[config.mk]
export PLATFORM = sky130hd
export DESIGN_NAME = sha1_round_ctrl_flat
export DESIGN_NICKNAME = d
export VERILOG_FILES = /design/src/rtl/sha1_round_ctrl_if.sv /design/src/rtl/sha1_round_ctrl.sv /design/src/flat_wrapper.sv
export SDC_FILE = /design/constraint.sdc
export NUM_CORES = 1
export LEC_CHECK = 0
export ABC_CLOCK_PERIOD_IN_PS = 10000
export CORE_MARGIN = 1
export CORE_UTILIZATION = 30
export DETAILED_ROUTE_END_ITERATION = 16
export GPL_TIMING_DRIVEN = 1
export PLACE_DENSITY = 0.59
export SLEW_MARGIN = 0
export SYNTH_ARGS = -nofsm -noshare
export SYNTH_HDL_FRONTEND = slang
export SYNTH_SLANG_ARGS = --single-unit
[constraint.sdc]
create_clock -name wb_clk_i -period 10 [get_ports wb_clk_i]
set_clock_uncertainty 0.15 [all_clocks]
set_input_delay 1 -clock wb_clk_i [delete_from_list [all_inputs] [get_ports wb_clk_i]]
set_output_delay 1 -clock wb_clk_i [all_outputs]
set_load 0.01 [all_outputs]
[src/rtl/sha1_round_ctrl_if.sv]
// Handshake/bus bundle between the Wishbone loader side and the SHA-1 round sequencer.
// The master modport is the loader/datapath side; the slave modport is the sequencer.
interface sha1_round_ctrl_if;
    logic         start;
    logic         abort;
    logic [511:0] msg_block;
    logic         round_ready;
    logic         round_valid;
    logic [6:0]   round_idx;
    logic [31:0]  w_t;
    logic [31:0]  k_t;
    logic [1:0]   f_sel;
    logic         add_final;
    logic         busy;
    logic         done;
    logic         aborted;

    modport master (
        output start, abort, msg_block, round_ready,
        input  round_valid, round_idx, w_t, k_t, f_sel, add_final, busy, done, aborted
    );

    modport slave (
        input  start, abort, msg_block, round_ready,
        output round_valid, round_idx, w_t, k_t, f_sel, add_final, busy, done, aborted
    );
endinterface

[src/rtl/sha1_round_ctrl.sv]
// SHA-1 round sequencer: walks rounds 0..79 over a 16-word sliding schedule window,
// then issues the final hash add and a done pulse. All outputs are registered.
module sha1_round_ctrl (
    input  logic             wb_clk_i,
    input  logic             reset_n,
    sha1_round_ctrl_if.slave bus
);
    typedef enum logic [1:0] {IDLE, ROUND, FINAL} state_t;

    state_t      state;
    logic [6:0]  t;
    logic [31:0] win [16];
    logic [31:0] mix;
    logic [31:0] w_new;
    logic [6:0]  t_next;

    function automatic logic [31:0] k_of(input logic [6:0] r);
        if (r < 7'd20)      return 32'h5A827999;
        else if (r < 7'd40) return 32'h6ED9EBA1;
        else if (r < 7'd60) return 32'h8F1BBCDC;
        else                return 32'hCA62C1D6;
    endfunction

    function automatic logic [1:0] f_of(input logic [6:0] r);
        if (r < 7'd20)      return 2'd0;
        else if (r < 7'd40) return 2'd1;
        else if (r < 7'd60) return 2'd2;
        else                return 2'd3;
    endfunction

    // W[t+16] from the window holding W[t..t+15]
    always_comb begin
        mix    = win[13] ^ win[8] ^ win[2] ^ win[0];
        w_new  = {mix[30:0], mix[31]};
        t_next = t + 7'd1;
    end

    always_ff @(posedge wb_clk_i) begin
        if (!reset_n) begin
            state           <= IDLE;
            t               <= '0;
            for (int unsigned j = 0; j < 16; j++) win[j] <= '0;
            bus.round_valid <= 1'b0;
            bus.round_idx   <= '0;
            bus.w_t         <= '0;
            bus.k_t         <= '0;
            bus.f_sel       <= '0;
            bus.add_final   <= 1'b0;
            bus.busy        <= 1'b0;
            bus.done        <= 1'b0;
            bus.aborted     <= 1'b0;
        end else begin
            bus.done      <= 1'b0;
            bus.aborted   <= 1'b0;
            bus.add_final <= 1'b0;
            case (state)
                IDLE: begin
                    if (bus.start && !bus.abort) begin
                        for (int unsigned j = 0; j < 16; j++) win[j] <= bus.msg_block[32*j +: 32];
                        t               <= '0;
                        state           <= ROUND;
                        bus.round_valid <= 1'b1;
                        bus.round_idx   <= '0;
                        bus.w_t         <= bus.msg_block[31:0];
                        bus.k_t         <= k_of(7'd0);
                        bus.f_sel       <= f_of(7'd0);
                        bus.busy        <= 1'b1;
                    end
                end
                ROUND: begin
                    if (bus.abort) begin
                        state           <= IDLE;
                        bus.aborted     <= 1'b1;
                        bus.busy        <= 1'b0;
                        bus.round_valid <= 1'b0;
                        bus.round_idx   <= '0;
                        bus.w_t         <= '0;
                        bus.k_t         <= '0;
                        bus.f_sel       <= '0;
                    end else if (bus.round_ready) begin
                        for (int unsigned j = 0; j < 15; j++) win[j] <= win[j+1];
                        win[15] <= w_new;
                        if (t == 7'd79) begin
                            state           <= FINAL;
                            bus.add_final   <= 1'b1;
                            bus.round_valid <= 1'b0;
                            bus.round_idx   <= '0;
                            bus.w_t         <= '0;
                            bus.k_t         <= '0;
                            bus.f_sel       <= '0;
                        end else begin
                            t             <= t_next;
                            bus.round_idx <= t_next;
                            bus.w_t       <= win[1];
                            bus.k_t       <= k_of(t_next);
                            bus.f_sel     <= f_of(t_next);
                        end
                    end
                end
                FINAL: begin
                    state    <= IDLE;
                    bus.busy <= 1'b0;
                    if (bus.abort) bus.aborted <= 1'b1;
                    else           bus.done    <= 1'b1;
                end
                default: state <= IDLE;
            endcase
        end
    end
endmodule

[src/flat_wrapper.sv]
// flat-port wrapper written by rule: the top's interface ports become plain ports
module sha1_round_ctrl_flat 
  (wb_clk_i, reset_n, bus_start, bus_abort, bus_msg_block, bus_round_ready, bus_round_valid, bus_round_idx, bus_w_t, bus_k_t, bus_f_sel, bus_add_final, bus_busy, bus_done, bus_aborted);
  sha1_round_ctrl_if bus_i ();
  input  logic wb_clk_i;
  input  logic reset_n;
  input wire logic [$bits(bus_i.start)-1:0] bus_start;
  input wire logic [$bits(bus_i.abort)-1:0] bus_abort;
  input wire logic [$bits(bus_i.msg_block)-1:0] bus_msg_block;
  input wire logic [$bits(bus_i.round_ready)-1:0] bus_round_ready;
  output wire logic [$bits(bus_i.round_valid)-1:0] bus_round_valid;
  output wire logic [$bits(bus_i.round_idx)-1:0] bus_round_idx;
  output wire logic [$bits(bus_i.w_t)-1:0] bus_w_t;
  output wire logic [$bits(bus_i.k_t)-1:0] bus_k_t;
  output wire logic [$bits(bus_i.f_sel)-1:0] bus_f_sel;
  output wire logic [$bits(bus_i.add_final)-1:0] bus_add_final;
  output wire logic [$bits(bus_i.busy)-1:0] bus_busy;
  output wire logic [$bits(bus_i.done)-1:0] bus_done;
  output wire logic [$bits(bus_i.aborted)-1:0] bus_aborted;
  assign bus_i.start = bus_start;
  assign bus_i.abort = bus_abort;
  assign bus_i.msg_block = bus_msg_block;
  assign bus_i.round_ready = bus_round_ready;
  assign bus_round_valid = bus_i.round_valid;
  assign bus_round_idx = bus_i.round_idx;
  assign bus_w_t = bus_i.w_t;
  assign bus_k_t = bus_i.k_t;
  assign bus_f_sel = bus_i.f_sel;
  assign bus_add_final = bus_i.add_final;
  assign bus_busy = bus_i.busy;
  assign bus_done = bus_i.done;
  assign bus_aborted = bus_i.aborted;
  sha1_round_ctrl u_core (.wb_clk_i(wb_clk_i), .reset_n(reset_n), .bus(bus_i));
endmodule
# Word-level counts from Yosys, hierarchy flattened
# Memory sizes are Yosys's and may differ from the RTL's.
# Cells that the tools add are included.
# Widths: inputs -> output; s select.
# totals
ff_bits,87
latch_bits,0
ram_bits,512
rom_bits,0
elab_cells,165
mem_count,1
# mem_list
name,words,width,rd,rd_ports_with_merged_regs,wr,line_no,rtl
u_core.win,16,32,16,0,16,sha1_round_ctrl.sv:12,logic [31:0] win [16];
# classes
n_addsub,1
mul,0
n_div,0
order_cmp,3
eq_ne,10
n_shift,0
n_mux,87
bitwise,38
reduce_logical,14
# ops
op,n
$mux 32,42
$pmux 32 s2,2
$xor 32x32->32,3
$mux 7,7
$or 1x1->1,32
$mux 31,1
$pmux 7 s2,2
$mux 2,10
$mux 1,19
$lt 7x6->1 const B,2
$reduce_and 3->1,3
$ne 2x2->1 const B,4
$pmux 2 s2,2
$add 7x1->7 const B,1
$eq 7x7->1 const B,1
$lt 7x5->1 const B,1
$reduce_and 5->1,1
$reduce_and 2->1,2
$reduce_and 4->1,1
$reduce_or 4->1,1
$ne 3x2->1 const B,1
$ne 3x3->1 const B,1
$not 1->1,3
$pmux 1 s3,1
10 further kinds,10

# Depth between registers and ports, before layout
# logic_depth
depth_word,9
ltp_mapped,10
ltp_nobuf,8

# Worst setup path after synthesis
# OpenSTA, ideal clock, no wires.
# synth_timing
path_type,input port to flip-flop
start,input port reset_n
end,memory u_core.win[0][0] (enable)
setup_ps,1965
arrival_time_ps,6079
required_ps,7885
slack_ps,1807
path_stages,5
path_cell_list,inv_2 > a31oi_1 > buf_2 > buf_1 > nand2_1
# synth_rtl
item,line_no,rtl
from (decl),flat_wrapper.sv:6,input logic reset_n;
to (decl),sha1_round_ctrl.sv:12,

==> flow_metrics.py <==
metrics = {
    "routing": {
        "wirelength_mm": 91.38,
        "firstDrtPassIters": 6,
        "viasPerCell": 5.093,
        "drtAntennaViolNets": 0,
        "drc_errors": 0,
        "via_count": 19097,
        "drtIter0Drc": 1727,
        "wire_per_inst_um": 24.37,
    },
    "final_layout": {
        "final_cell_mix": "clkdlybuf4s50_1 (593), edfxtp_1 (512), nand2_1 (502), a22o_1 (257), nand3_1 (234)",
        "area_delta_synth_final_pct": 35.13,
        "final_layout_size_suffix_gt1_share_pct": 4.996,
        "nets": 3129,
        "fin_area_um2": 34180,
        "mostFrequentLayoutCell": "clkdlybuf4s50_1",
    },
    "pwr": {
        "p_leak_nw": 13.21,
        "vdd_drop_max_mv": 0.1107,
        "comb_power_share_pct": 11.5,
        "p_sw_w": 0.001537,
        "intPower_w": 0.004651,
        "p_seq_share_pct": 48.9,
        "cellPowerDensity_nw_per_um2": 181.1,
        "clockPowerShare_pct": 39.5,
        "swShare_pct": 24.84,
    },
    "global_routing": {
        "grt_max_degree": 199,
        "grt_pass1_wl_mm": 129.1,
        "grt_pass1_vias": 19027,
        "antenna_found_initial": 23,
        "grt.overflow.total": 0,
        "track_usage_pct": 20.62,
    },
    "floorplanning": {
        "rows": 106,
        "initial_core_util_pct": 30.27,
        "fp.dieW_um": 292.4,
        "die-area_um2": 85470,
        "core_um2": 83560,
        "ioPinCount": 595,
        "die_h_um": 292.4,
    },
    "setup_path": {
        "critPathCaptureType": "flop",
        "required_ns": 10.31,
        "crit_buf_inv": 5,
        "crit_slowest_cell": "buf_4",
        "crit_arrival_ns": 5.10,
        "critPathMaxFanout": 97,
        "path_cells": "clkdlybuf4s50_1, inv_2, buf_4, nor2_1, and3_4, buf_4, buf_4, a22o_1",
        "r2r-start": "u_core.state[1]$_SDFFE_PN0P_",
        "start_kind": "primary input",
        "cp_top_family": "buffers and inverters",
        "cp-startpoint": "reset_n",
        "criticalPathCategory": "primary input to flop",
        "critPathMostFrequentCell": "buf_4",
        "cp_slowest_stage_delay_ns": 0.88,
    },
    "synthesis": {
        "synth_area_leaders": "edfxtp_1 (61%), a22o_1 (8.9%), nand2_1 (7.5%)",
        "seq_area_frac_synth_pct": 66.09,
        "synthFlopType": "edfxtp_1",
        "netlist_instances": 2112,
        "async_flop_share_pct": 0,
        "synth-seq-cells": 579,
        "netlist_area_um2": 25290,
        "synth_top_area_cell": "edfxtp_1",
        "synth_area_per_cell_um2": 11.98,
        "synth_edf_count": 512,
        "yosysUniqueCellTypes": 45,
        "synth_fp_nets": 2634,
        "synth-warning-count": 0,
        "synth_top_cell_area_share_pct": 60.79,
    },
    "clock_network": {
        "cts_tree": "yes",
        "clk_pin_slew_ns": 0.06,
        "cts_setup_buffers": 0,
        "cts_root_buffer": "clkbuf_16",
        "cts_resized": 0,
        "clock_sinks": 579,
        "htreeDepth": 3,
        "clk_path_buf_depth": 3,
        "insertion_delay_ns": 0.61,
        "ctsHoldBuffers": 0,
        "cts_made_buffers": 68,
    },
    "sta": {
        "fin_crit_ns": 4.794,
        "clock.fmax_mhz": 208.6,
        "hold_viol": 0,
        "relSlewSlack_pct": 16.62,
        "rsz0062_at_grt": "false",
        "worst_pin_slew_ns": 1.251,
        "slew_viol_final": 0,
        "setup_tns_ns": 0,
        "finalCritPeriodShare_pct": 47.94,
        "fin_ws_ns": 5.206,
        "finalSetupViolCount": 0,
    },
    "placed_design": {
        "io_buffers": 593,
        "postPlaceCellArea_um2": 31990,
        "dp_hpwl_mm": 65.40,
        "dp_slack_ns": 4.657,
        "gp_congestion": 0.8771,
    },
    "min_path": {
        "min_from": "u_core.bus.k_t[28]$_SDFFE_PN0P_",
        "min_path_type": "flop to flop",
    },
    "flow_run": {
        "drv_cap": 0,
    },
    "run_status": {
        "outcome": "finished clean",
    },
}
## power by group through the flow
| stage | clock [W] | combinational (W) | sequential (W) |
|---|---|---|---|
| floorplan | 0 | 0.000324 | 0.00305 |
| global placement | 0 | 0.000713 | 0.00307 |
| detailed placement | 0 | 0.000720 | 0.00307 |
| CTS | 0.00250 | 0.000726 | 0.00303 |
| global route | 0.00258 | 0.000768 | 0.00305 |
| finish | 0.00245 | 0.000714 | 0.00303 |
## Yosys cell counts, drive strengths merged, types with 2 or more instances
cell      n
buf     108
and3     40
o21ai    41
a22oi     5
a211oi    2
inv       6
a311oi    2
a21o      3
xor2      2
nand2b    3
ha        5
a221oi   32
nand4     2
or3       4
nor2b     3
dfxtp    67
nor2     51
a32oi     2
o211ai    4
a31oi     2
a21oi    20
clkbuf   80
xnor2   100
o211a     2
nand3   235
nand2   506
o31ai     4
o21a      2
edfxtp  512
a22o    257
## logic make-up (layout without fill, tap and decap cells)
logic type      Yosys count  in the layout  synth area share [%]
compound gates          379            379                 12.13
xor+xnor                102            102                 3.532
flops                   579            579                 66.09
other cells               1              9               0.01483
buf+inv                 194            744                 3.552
simple gates            852            852                 14.44
fa+ha+maj                 5              5                0.2474
## per-layer routing
metal  routed length, um  part of all wire [%]  vias to the layer above  GRT usage [%]
met5                 107                  0.12                        -              0
met4                1856                   2.0                       18          5.695
met3                7117                   7.8                      132          4.591
met2               41960                    46                      803          32.26
met1               40340                    44                     9378          28.67
li1                    -                     -                     8766              -
## registers in the layout, indices dropped and copies added, names as in the netlist
name                    count
u_core.state                2
u_core.win                512
u_core.bus.done             1
u_core.t                    7
u_core.bus.round_valid      1
u_core.bus.round_idx        7
u_core.bus.f_sel            1
u_core.bus.aborted          1
u_core.bus.add_final        1
u_core.bus.k_t             13
u_core.bus.busy             1
u_core.bus.w_t             32
## stage by stage
step           std cells  hold WS, ns  total power, W  utilization (%)
2_1_floorplan       2112       0.3305        0.003371                -
3_3_place_gp        3617       0.3022        0.003784            38.29
3_5_place_dp        3617       0.3056        0.003795            38.29
4_1_cts             3742       0.3134        0.006251            40.88
5_1_grt             3750       0.3358        0.006392            40.90
6_report            3750       0.3075        0.006188            40.90
## worst paths after layout
kind | end | slack [ns] | cells after the start
min reg2reg | u_core.bus.k_t[28]$_SDFFE_PN0P_ | 0.31 | 2
max | u_core.win[12][6]$_DFFE_PP_ | 5.21 | 8
min | u_core.bus.k_t[28]$_SDFFE_PN0P_ | 0.31 | 2
max reg2reg | u_core.bus.k_t[26]$_SDFFE_PN0P_ | 5.85 | 8
## worst reg2reg max path, cell delays in order (launching register included)
cell	delay [ns]
dfxtp_1	0.34
inv_1	0.10
ha_1	0.50
inv_2	0.49
or3_1	0.56
a211oi_4	0.82
buf_4	0.57
nand2_1	0.30
o31ai_1	0.26
## cell type report
cell class | instances | area, um2
tap | 1080 | 1351
clock buffer | 87 | 1803
sequential | 579 | 16720
multi-input combinational | 1339 | 7765
timing repair buffer | 613 | 6136
clock inverter | 38 | 364.1
inverter | 6 | 22.52
antenna | 8 | 20.02
fill | 7874 | 49380
Power figures use the tool's default switching activity.
